## src/rtl/chan_merge_buf.sv

```systemverilog
// Multi-channel merge buffer: per-channel FIFOs feeding a round-robin
// arbiter and a single registered output stage.
module chan_merge_buf #(
    parameter int NUM_CH = 4,
    parameter int DATA_W = 8,
    parameter int DEPTH  = 4,
    parameter int CH_W   = $clog2(NUM_CH)
) (
    input  logic                     clk,
    input  logic                     rst,
    input  logic [NUM_CH-1:0]        in_valid,
    input  logic [NUM_CH*DATA_W-1:0] in_data,
    output logic [NUM_CH-1:0]        in_ready,
    input  logic [NUM_CH-1:0]        ch_enable,
    output logic                     out_valid,
    output logic [DATA_W-1:0]        out_data,
    output logic [CH_W-1:0]          out_ch,
    input  logic                     out_ready,
    output logic [NUM_CH-1:0]        fifo_empty
);

    localparam int AW = $clog2(DEPTH);

    logic [DATA_W-1:0] mem [NUM_CH][DEPTH];
    logic [AW:0]       wptr [NUM_CH];
    logic [AW:0]       rptr [NUM_CH];

    logic [NUM_CH-1:0] full;
    logic [NUM_CH-1:0] empty;
    logic [NUM_CH-1:0] eligible;
    logic [NUM_CH-1:0] wr_en;
    logic              ready_en;
    logic [CH_W-1:0]   last_grant;
    logic [CH_W-1:0]   grant;
    logic              grant_found;
    logic              load;

    always_comb begin
        full  = '0;
        empty = '0;
        for (int unsigned i = 0; i < NUM_CH; i++) begin
            empty[i] = (wptr[i] == rptr[i]);
            full[i]  = (wptr[i][AW] != rptr[i][AW]) &&
                       (wptr[i][AW-1:0] == rptr[i][AW-1:0]);
        end
    end

    // ready_en keeps in_ready low for the first cycle after reset, purely from flops
    assign in_ready   = ready_en ? ~full : '0;
    assign wr_en      = in_valid & in_ready;
    assign fifo_empty = empty;
    assign eligible   = ~empty & ch_enable;

    always_comb begin
        logic [CH_W-1:0] cand;
        grant       = '0;
        grant_found = 1'b0;
        cand        = '0;
        for (int unsigned k = 0; k < NUM_CH; k++) begin
            cand = CH_W'((32'(last_grant) + 32'd1 + k) % NUM_CH);
            if (!grant_found && eligible[cand]) begin
                grant       = cand;
                grant_found = 1'b1;
            end
        end
    end

    assign load = (!out_valid || out_ready) && grant_found;

    always_ff @(posedge clk) begin
        for (int unsigned i = 0; i < NUM_CH; i++) begin
            if (wr_en[i]) begin
                mem[i][wptr[i][AW-1:0]] <= in_data[i*DATA_W +: DATA_W];
            end
        end
    end

    always_ff @(posedge clk) begin
        if (rst) begin
            ready_en   <= 1'b0;
            out_valid  <= 1'b0;
            out_data   <= '0;
            out_ch     <= '0;
            last_grant <= CH_W'(NUM_CH - 1);
            for (int unsigned i = 0; i < NUM_CH; i++) begin
                wptr[i] <= '0;
                rptr[i] <= '0;
            end
        end else begin
            ready_en <= 1'b1;
            for (int unsigned i = 0; i < NUM_CH; i++) begin
                if (wr_en[i]) begin
                    wptr[i] <= wptr[i] + (AW+1)'(1);
                end
            end
            if (load) begin
                out_valid     <= 1'b1;
                out_data      <= mem[grant][rptr[grant][AW-1:0]];
                out_ch        <= grant;
                last_grant    <= grant;
                rptr[grant]   <= rptr[grant] + (AW+1)'(1);
            end else if (out_ready) begin
                out_valid <= 1'b0;
            end
        end
    end

endmodule
```

## config.mk

```make
export PLATFORM = sky130hd
export DESIGN_NAME = chan_merge_buf
export DESIGN_NICKNAME = d
export VERILOG_FILES = /design/src/rtl/chan_merge_buf.sv
export SDC_FILE = /design/constraint.sdc
export NUM_CORES = 1
export LEC_CHECK = 0
export CORE_MARGIN = 2
export CORE_UTILIZATION = 55
export CTS_BUF_LIST = sky130_fd_sc_hd__clkbuf_8
export CTS_CLUSTER_SIZE = 14
export DETAILED_ROUTE_END_ITERATION = 8
export MAX_ROUTING_LAYER = met4
export PLACE_DENSITY = 0.76
export SYNTH_ARGS = -nofsm -noshare
export SYNTH_HDL_FRONTEND = slang
export SYNTH_SLANG_ARGS = --single-unit
```

## constraint.sdc

```tcl
create_clock -name clk -period 4.2 [get_ports clk]
set_input_delay 0.84 -clock clk [delete_from_list [all_inputs] [get_ports clk]]
set_output_delay 0.84 -clock clk [all_outputs]
set_load 0.02 [all_outputs]
```

# Word level (Yosys, flattened, before mapping)
# Memories as Yosys holds them, arrays and structs flattened.
# Index checks and enable logic that the tools add are counted.
# totals
reg_bits	14
out_inout_bits	19
ramBits	152
word_cells	133
mem_count	3
in_bits	43
# classes
n_mux	59
eq_ne	12
reduce_logical	19
addsub	9
n_bitwise	13
magnitude_cmp	13
# memory_table
memory	words	word_bits	rd	rd_clocked_by_memory_dff	write_ports	line	source
mem	4	32	1	0	4	24	logic [DATA_W-1:0] mem [NUM_CH][DEPTH];
rptr	4	3	5	0	4	26	logic [AW:0] rptr [NUM_CH];
wptr	4	3	4	0	4	25	logic [AW:0] wptr [NUM_CH];
# ops
operator	n
32-bit 2-to-1 mux	4
8-bit demux with 2-bit select	4
8-bit 2-to-1 mux	6
1-bit 2-to-1 mux	29
8-bit binary-select mux with 2-bit select	1
3-bit by 1-bit adder with 3-bit output (second input constant)	5
3-bit >= comparator (second input constant)	5
3-bit 2-to-1 mux	5
2-bit inverter with 3-bit output	5
3-bit equality test	4
1-bit logical AND	12
2-bit by 3-bit less-than comparator with 1-bit output (second input constant)	4
3-bit by 1-bit less-than comparator with 1-bit output (second input constant)	4
2-bit 2-to-1 mux	5
4-bit AND	2
1-bit binary-select mux with 2-bit select	4
2-bit equality test	4
4-bit inverter	2
2-bit by 1-bit adder with 2-bit output (second input constant)	2
2-bit adder (second input constant)	2
1-bit logical NOT	4
4-bit 2-to-1 mux	1
1-bit != test	4
1-bit bitwise OR	4
3 further kinds	3

# Depth between registers and ports, before layout
# Gate-level depths: netlist of the first run.
# logic_depth
depth_word	21
ltp_mapped	13
ltp_nobuf	10

# Worst setup path after synthesis of the first run
# Ideal clock, no wire load.
# synth_path
kind	flip-flop to flip-flop
startpoint	memory rptr[0][1] (netlist bit)
endpoint	memory rptr[2][2] (netlist bit), data pin
n_path_buf	3
arrival_ns	3.030
setup_slack_ns	0.985
setup_ns	0.184
period_less_slack_ns	3.215
required_time_ns	4.016
path_stages_with_launch	13
cell_sequence	edfxtp_1 > buf_6 > xor2_1 > o31a_1 > o221a_2 > or2_1 > buf_6 > buf_2 > mux2i_1 > mux2i_1 > ha_1 > or3_4 > a2111oi_4
# synth_lines
item	line
from (decl)	26

==> reports/results.tsv, run 1 <==
stage	metric	value	unit
critical_path	rr_worst_depth	9	
sta	slew_headroom	53.6	%
pwr	powerDensity	516	nW/um^2
synthesis	ys_top_cells_by_count	edfxtp_1, nand2_1, nor3_1, and3_1, mux2i_1	
critical_path	crit_arrival	3.88	ns
routing	vias_per_cell	5.91	
global_routing	grt_pass1_vias	4317	
hold_path	worstHoldPathType	register to register	
routing	dr_total_vias	4196	
die	die_height	119	um
global_routing	overflow	0	
critical_path	path_delay_family	compound AO/OA/AOI/OAI gates	
layout	nNetsFinal	581	
clocking	htreeDepth	4	
flow_run	maxCapViolCount	0	
die	start_util	55.6	%
die	io_pins	62	
synthesis	syn_inst	455	
sta	clock_skew	0.0154	ns
clocking	cts_setup_buffers	0	
critical_path	startpoint_type	register	
critical_path	path_cells	xor2_1 -> o31a_1 -> o221a_2 -> nor2_2 -> mux2i_1 -> mux2i_1 -> ha_1 -> or3_4 -> a2111oi_4	
synthesis	synth-edff-count	152	
routing	drt_wl_total	14600	um
synthesis	synth_cell_types	50	
sta	slew_violations	0	
sta	rsz0062_at_grt	no	
layout	drive_gt1_share	15.7	%
clocking	cts_tree	built	
routing	wl_per_cell	20.5	um
global_routing	grt_max_degree	23	
critical_path	r2r_setup_slack	0.59	ns
critical_path	worst-path-max-fanout	14	
sta	fin_setup_tns	0	ns
critical_path	path_depth	9	
synthesis	yosysTopAreaCellShare	62.8	%
sta	fmax	277	MHz
layout	fin_util	64.2	%
sta	post-route-period-util	85.8	%
die	rows	42	
sta	final_hold_viol_count	0	
global_routing	grt_pass1_wl	23200	um
placed_design	io_buffers	61	
routing	drc	0	
routing	drtIter0Drc	415	
clocking	numCtsBuffers	17	
placed_design	dpl.hpwl	10300	um
clocking	path_clk_slew	0.08	ns
synthesis	seq_area_frac_synth	66.6	%
die	core-area	13100	um^2
pwr	vdd_drop_max	0.305	mV
pwr	power.leakage	2.92	nW
synthesis	synth_flop_cell	edfxtp_1	
critical_path	critPathMaxStageDelay	0.61	ns
sta	setup_viol	0	
clocking	cts_buffer_depth	2	
synthesis	syn-mean-instance-area	16.0	um^2
synthesis	yosys_register_bits	166	
clocking	cts-root-buf	clkbuf_8	
die	dieArea	14200	um^2
clocking	postCtsHoldBufs	0	
clocking	cts_sinks	166	
sta	finalCriticalPeriod	3.61	ns
layout	syn_to_final_growth	15.6	%
hold_path	hold_depth	2	
global_routing	grt_util_all_layers	22.7	%
routing	ant_nets	0	
critical_path	crit_type	register to register	
synthesis	netlist_top_cells_area	edfxtp_1, mux4_2, dfxtp_1	
synthesis	netlist_area	7270	um^2
global_routing	antenna_found_initial	0	
layout	antennaDiodeCount	0	
synthesis	async_reset_ff_share	0	%
critical_path	worst_path_most_repeated_cell	mux2i_1	
synthesis	yosysWarnings	0	
synthesis	syn-num-nets	515	
critical_path	worst_setup_path_end_kind	register	
clocking	cts_resized	0	
sta	tightest_slew	0.688	ns
pwr	totalPowerFinal	4.33	mW
critical_path	required	4.48	ns
synthesis	synth_top_area_cell	edfxtp_1	
placed_design	gp_congestion	0.854	
clocking	clkLatencyLatePin	0.46	ns
critical_path	crit_buf_inv	0	
synthesis	yosysMostFrequentCell	edfxtp_1	
die	dieWidth	119	um
routing	firstDrtPassIters	6	
status	status	finished clean	
critical_path	slowest_stage	edfxtp_1	
flip-flops by register name, summed over array words and instances (netlist names):
register and count:
mem 128, out_data 8, last_grant 2, ready_en 1, out_valid 1, wptr 12
out_ch 2, rptr 12
routing by layer:
metal | share of wire, % | up-vias | track usage, %
met2 | 50 | 135 | 36.3
met5 | 0 | - | -
met4 | 1.2 | 0 | 6.77
li1 | - | 1915 | -
met3 | 5.2 | 17 | 4.36
met1 | 43 | 2129 | 29.9
area by class of cell:
type	count	area [um^2]
clock buffer	17	234
clock inverter	15	139
timing repair buffer	71	686
tap	176	220
inverter	11	41.3
multi-input combinational	254	2240
sequential	166	4840
fill	918	4680
cell families (layout without fill, tap and decap cells):
logic type / Yosys count / after routing / synth area share, %
AOI/OAI and AO/OA: 65 / 65 / 7.06
xor gates and xnor gates: 16 / 16 / 2.03
adders and majority gates: 17 / 17 / 2.93
buffers and inverters: 35 / 114 / 2.55
DFF: 166 / 166 / 66.6
muxes: 58 / 58 / 11.9
and+or+nand+nor: 98 / 98 / 6.95
placed cells by master, fill, tap and decap left out, types with 5 or more instances in the layout:
cell	instances
a41oi_1	7
mux4_2	15
clkdlybuf4s50_1	61
and3_1	22
dfxtp_1	14
a21oi_1	10
mux2_4	5
nor3_1	26
a32oi_1	7
o21ai_0	15
mux2_2	16
mux2i_1	19
ha_1	17
nor2_1	8
clkbuf_8	17
edfxtp_1	152
inv_1	14
nand2_1	27
xor2_1	11
buf_4	10
where the power goes:
part / internal [mW] / total [mW] / leakage, nW / switching [mW]
Combinational: 0.522 / 1.19 / 1.19 / 0.672
Clock: 0.520 / 1.09 / 0.195 / 0.571
Sequential: 1.94 / 2.05 / 1.53 / 0.106
Total: 2.99 / 4.33 / 2.92 / 1.35
worst register-to-register path: cells and delay by family, from the launching register on:
| kind | cells | cell delay [ns] |
|---|---|---|
| DFF | 1 | 0.61 |
| adders and majority gates | 1 | 0.25 |
| and+or+nand+nor | 2 | 0.91 |
| muxes | 2 | 0.39 |
| xor gates and xnor gates | 1 | 0.25 |
| AOI/OAI and AO/OA | 3 | 1.04 |
metrics by stage:
stage / setup WS (ns) / instances / cell area (um^2) / hold WS (ns)
finish: 0.595 / 710 / 8410 / 0.496
CTS: 0.577 / 710 / 8410 / 0.497
global route: 0.378 / 710 / 8410 / 0.511
detailed placement: 0.330 / 678 / 8030 / 0.487
floorplan: 0.985 / 455 / 7270 / 0.525
global placement: 0.460 / 678 / 8030 / 0.481
final timing paths:
| check | startpoint | endpoint |
|---|---|---|
| setup / recovery | rptr[0][0] | rptr[2][2] |
| hold / removal | out_ch[1] | out_ch[1] |
| setup reg to reg | rptr[0][0] | rptr[2][2] |
| hold reg to reg | out_ch[1] | out_ch[1] |
(Power assumes the default switching activity.)
==> run 2: changes to the inputs <==
Settings changed: ABC_CLOCK_PERIOD_IN_PS from default to 4100.
Clock period 4.2 ns to 4.1 ns, I/O delays scaled along.
==> reports/results.tsv, run 2 (synthesis results as in run 1) <==
stage	metric	value	unit	change
pwr	switching_share	30.0	%	-1.1 points
clocking	postCtsHoldBufs	0		unchanged
hold_path	worstHoldPathType	register to register		
pwr	power_frac_seq	46.1	%	-1.2 points
routing	drtIter0Drc	494		+19%
layout	syn_to_final_growth	16.5	%	
routing	drt_wl_total	14600	um	about the same
routing	wl_met3	970	um	+29%
pwr	powerDensity	538	nW/um^2	+4.3%
routing	vias_per_cell	5.85		-1.1%
pwr	pwr-share-comb	26.6	%	-0.9 points
placed_design	io_buffers	61		unchanged
hold_path	hold_depth	2		unchanged
clocking	cts-root-buf	clkbuf_8		
die	start_util	55.6	%	unchanged
sta	worst_hold_slack	0.496	ns	-0.000134 ns
status	status	finished clean		
global_routing	grt_pass1_vias	4122		-4.5%
layout	fin_area	8470	um^2	+0.74%
pwr	pwr-share-clk	27.2	%	+2.0 points
clocking	cts_buffer_depth	2		unchanged
sta	post-route-period-util	87.8	%	
hold_path	hold_end	out_ch[1]		
sta	fin_setup_tns	0	ns	unchanged
sta	tightest_slew	0.537	ns	-0.151 ns
critical_path	crit_arrival	2.78	ns	-1.10 ns
pwr	vdd_drop_max	0.250	mV	-18%
die	rows	42		unchanged
critical_path	rr_startpoint	rptr[1][1]		
critical_path	worst_setup_path_end_kind	output pin		
clocking	numCtsBuffers	17		unchanged
critical_path	r2r-end	rptr[2][2]		
routing	ant_nets	0		unchanged
critical_path	rr_worst_depth	9		unchanged
layout	antennaDiodeCount	0		unchanged
layout	multi_input_area	2240	um^2	unchanged
pwr	p_switching	1.37	mW	+1.3%
layout	nNetsFinal	583		+0.34%
layout	num-fill-cells	910		-0.87%
clocking	cts_tree	built		
pwr	intPower	3.19	mW	+6.8%
layout	mostFrequentLayoutCells	edfxtp_1, clkdlybuf4s50_1, nand2_1		
sta	final_hold_viol_count	0		unchanged
sta	slew_violations	0		unchanged
layout	largest_reg_flops	128		unchanged
layout	drive_gt1_share	16.0	%	+0.31 points
routing	wl_met2	7400	um	+0.86%
global_routing	grt_pass1_wl	23000	um	-1.2%
sta	rsz0062_at_grt	no		
clocking	cts_resized	0		unchanged
sta	setup_viol	0		unchanged
sta	slew_headroom	63.8	%	+10 points
flow_run	maxCapViolCount	0		unchanged
routing	top_layer	met4		
clocking	path_clk_slew	0.09	ns	about the same
clocking	clkLatencyLatePin	0.46	ns	about the same
pwr	power.leakage	2.95	nW	+1.1%
global_routing	overflow	0		unchanged
clocking	htreeDepth	4		unchanged
placed_design	dpl.hpwl	10300	um	+0.32%
pwr	totalPowerFinal	4.55	mW	+5.1%
sta	fmax	278	MHz	
global_routing	grt_util_all_layers	22.8	%	+0.076 points
critical_path	r2r_setup_slack	0.77	ns	+0.18 ns
hold_path	min_from	out_ch[1]		
critical_path	startpoint_type	register		
global_routing	antenna_found_initial	0		unchanged
die	core-area	13100	um^2	unchanged
routing	dr_total_vias	4163		-0.79%
clocking	cts_sinks	166		unchanged
placed_design	gp_congestion	0.911		+6.7%
placed_design	place_area	8050	um^2	+0.19%
critical_path	crit_type	register to output pin		
routing	wl_met1	6000	um	-5.0%
critical_path	required	3.28	ns	-1.20 ns
routing	firstDrtPassIters	5		-1
layout	mostFrequentLayoutCell	edfxtp_1		
die	dieWidth	119	um	unchanged
routing	wl_per_cell	20.5	um	-0.23%
die	io_pins	62		unchanged
die	dieArea	14200	um^2	unchanged
sta	clock_skew	0.0126	ns	-0.00289 ns
global_routing	grt_max_degree	23		unchanged
sta	finalCriticalPeriod	3.60	ns	
critical_path	worst-path-max-fanout	10		-4
layout	seq_area	4840	um^2	unchanged
routing	drc	0		unchanged
die	die_height	119	um	unchanged
clocking	cts_setup_buffers	0		unchanged
## run 2: cell count changes in the layout (fill, tap and decap cells not counted), sizes merged
cell      before  now
clkinv         6    9
inv           16   13
buf           10   12
bufinv         2    4
clkinvlp       2    0
## run 2: area by class of cell
| type | instances | area share [%] |
|---|---|---|
| inverters | 11 | 0.488 |
| clock buffers | 17 | 2.76 |
| repair buffers | 73 | 8.27 |
| well taps | 176 | 2.60 |
| clock inverters | 15 | 2.20 |
| multi-input cells | 254 | 26.5 |
| flip-flops and latches | 166 | 57.2 |
## run 2: worst max-delay path, stage by stage (launching register included)
cell and delay [ns]:
edfxtp_1 0.68, xor2_1 0.42, nor2_1 0.07, a21oi_1 0.44
clkdlybuf4s50_1 0.70
## run 2: metrics by stage
stage	setup WS (ns)	instances	util [%]
2_1_floorplan	0.885	455	-
3_3_place_gp	0.598	680	61.5
3_5_place_dp	0.540	680	61.5
4_1_cts	0.442	712	64.7
5_1_grt	0.338	712	64.7
6_report	0.501	712	64.7
## run 2: power by group through the flow
stage | sequential, mW | clock, mW | combinational, mW
after floorplan | 2.12 | 0 | 0.835
after global placement | 2.13 | 0 | 1.19
after detailed placement | 2.14 | 0 | 1.21
after CTS | 2.10 | 1.26 | 1.21
after global routing | 2.11 | 1.33 | 1.31
final | 2.10 | 1.24 | 1.21
## run 2: routing by layer
layer  track usage, %  up-vias
li1                 -     1929
met1             29.2     2057
met2             35.8      160
met3             6.03       17
met4             7.29        0
met5                -        -
## run 2: worst max-delay path by stage
stage               depth (start not counted)    startpoint          end  slack, ns
floorplan                                  12    rptr[0][1]   rptr[2][2]       0.89
global placement                            9  ch_enable[2]   rptr[2][2]       0.60
detailed placement                          9  ch_enable[2]   rptr[2][2]       0.54
CTS                                         4    rptr[1][1]  in_ready[1]       0.44
global route                                4    rptr[1][1]  in_ready[1]       0.34
finish                                      4    rptr[1][1]  in_ready[1]       0.50
==> run 3: changes to the inputs <==
Settings changed: CORE_UTILIZATION 55 to 50, PLACE_DENSITY 0.76 to 0.7.
==> reports/results.tsv, run 3 (synthesis results as in run 1) <==
stage	metric	value	unit	change
layout	drive_gt1_share	17.1	%	+1.1 points
layout	mostFrequentLayoutCells	edfxtp_1, clkdlybuf4s50_1, nand2_1		
critical_path	worst-path-max-fanout	10		unchanged
clocking	htreeDepth	4		unchanged
hold_path	hold_depth	2		unchanged
routing	dr_total_vias	4136		-0.65%
critical_path	r2r-end	rptr[2][2]		
layout	mostFrequentLayoutCell	edfxtp_1		
pwr	power.leakage	2.92	nW	-1.2%
global_routing	met3_usage	5.20	%	-0.84 points
routing	drtIter0Drc	398		-19%
global_routing	overflow	0		unchanged
critical_path	rr_worst_depth	10		+1
clocking	cts-root-buf	clkbuf_8		
clocking	clkLatencyLatePin	0.46	ns	about the same
sta	tightest_slew	0.631	ns	+0.0936 ns
clocking	cts_buffer_depth	2		unchanged
pwr	totalPowerFinal	4.43	mW	-2.8%
sta	rsz0062_at_grt	no		
global_routing	grt_pass1_vias	4163		+0.99%
layout	fin_area	8440	um^2	-0.35%
layout	largest_reg_flops	128		unchanged
critical_path	crit_type	register to output pin		
pwr	vdd_drop_max	0.331	mV	+33%
flow_run	maxCapViolCount	0		unchanged
die	dieWidth	125	um	+4.7%
die	rows	44		+4.8%
sta	slew_headroom	57.8	%	-6.0 points
layout	syn_to_final_growth	16.1	%	
clocking	path_clk_slew	0.10	ns	about the same
clocking	cts_resized	0		unchanged
critical_path	worst_setup_path_end_kind	output pin		
sta	final_hold_viol_count	0		unchanged
sta	setup_viol	0		unchanged
routing	drc	0		unchanged
global_routing	grt_pass1_wl	22700	um	-0.96%
clocking	cts_setup_buffers	0		unchanged
routing	ant_nets	0		unchanged
global_routing	use_met2	30.9	%	-4.9 points
die	start_util	50.6	%	-5.0 points
critical_path	crit_arrival	2.76	ns	-0.02 ns
global_routing	antenna_found_initial	0		unchanged
routing	wl_per_cell	20.1	um	-1.9%
global_routing	grt_max_degree	24		+4.3%
placed_design	dpl.hpwl	10400	um	+0.76%
sta	post-route-period-util	87.3	%	-0.51 points
clocking	cts_tree	built		
routing	vias_per_cell	5.74		-1.9%
pwr	powerDensity	524	nW/um^2	-2.5%
placed_design	io_buffers	61		unchanged
sta	fmax	279	MHz	+0.59%
global_routing	grtUsageMet1	26.4	%	-2.8 points
critical_path	r2r_setup_slack	0.75	ns	-0.02 ns
critical_path	startpoint_type	register		
die	dieArea	15500	um^2	+9.7%
layout	antennaDiodeCount	0		unchanged
status	status	finished clean		
critical_path	required	3.28	ns	about the same
layout	nNetsFinal	584		+0.17%
placed_design	place_area	8070	um^2	+0.22%
global_routing	grt.busiest_layer	met2		
sta	finalCriticalPeriod	3.58	ns	-0.0211 ns
routing	firstDrtPassIters	4		-1
sta	clock_skew	0.0149	ns	+0.00235 ns
global_routing	grt_util_all_layers	20.1	%	-2.6 points
clocking	cts_sinks	166		unchanged
placed_design	gp_congestion	0.901		-1.2%
die	io_pins	62		unchanged
sta	fin_setup_tns	0	ns	unchanged
clocking	postCtsHoldBufs	0		unchanged
sta	slew_violations	0		unchanged
die	core-area	14400	um^2	+9.8%
hold_path	hold_end	out_ch[1]		
die	die_height	125	um	+4.7%
hold_path	min_from	out_ch[1]		
clocking	numCtsBuffers	17		unchanged
hold_path	worstHoldPathType	register to register		
routing	drt_wl_total	14500	um	-0.67%
critical_path	rr_startpoint	rptr[1][1]		
## run 3: cell types whose count changed in the layout (fill, tap and decap cells not counted)
cell and delta:
inv_1 -1, bufinv_16 -4, buf_4 +1, inv_6 +5
clkinvlp_4 +4, clkinv_8 +1, inv_8 +1, clkinv_1 -4
clkinv_2 -2
## run 3: worst max-delay path, stage by stage (launching register included)
cell and delay, ns:
edfxtp_1 0.61, xor2_1 0.48, nor2_1 0.08, a21oi_1 0.42
clkdlybuf4s50_1 0.70
## run 3: routing by layer
metal  part of all wire [%]  wire length (um)  vias up
met5                      0                 0        -
met4                    1.8               258        0
met3                    4.2               613       19
met2                     50              7260       97
met1                     44              6350     2083
li1                       -                 -     1937
## run 3: area by class of cell
class	count	area (um^2)
fillers	1114	5930
repair buffers	74	708
multi-input cells	254	2240
clock inverters	15	139
inverters	11	41.3
well taps	184	230
flip-flops and latches	166	4840
clock buffers	17	234
## run 3: power by group
part / total, mW / switching [mW] / internal [mW]
clock: 1.10 / 0.655 / 0.442
sequential: 2.09 / 0.101 / 1.99
combinational: 1.24 / 0.689 / 0.546
## run 3: through the flow
stage | cells | setup WS (ns) | hold WS [ns] | utilization, %
after floorplan | 455 | 0.885 | 0.525 | -
after global placement | 689 | 0.500 | 0.488 | 56.1
after detailed placement | 689 | 0.457 | 0.485 | 56.1
after CTS | 721 | 0.506 | 0.501 | 58.7
after global routing | 721 | 0.255 | 0.523 | 58.7
final | 721 | 0.522 | 0.490 | 58.7
## run 3: worst max path at each step
stage,start,to
final,rptr[1][1],in_ready[1]
after global routing,rptr[1][1],in_ready[1]
after detailed placement,ch_enable[2],rptr[2][2]
after global placement,ch_enable[2],rptr[2][2]
after floorplan,rptr[0][1],rptr[2][2]
after CTS,rptr[1][1],in_ready[1]
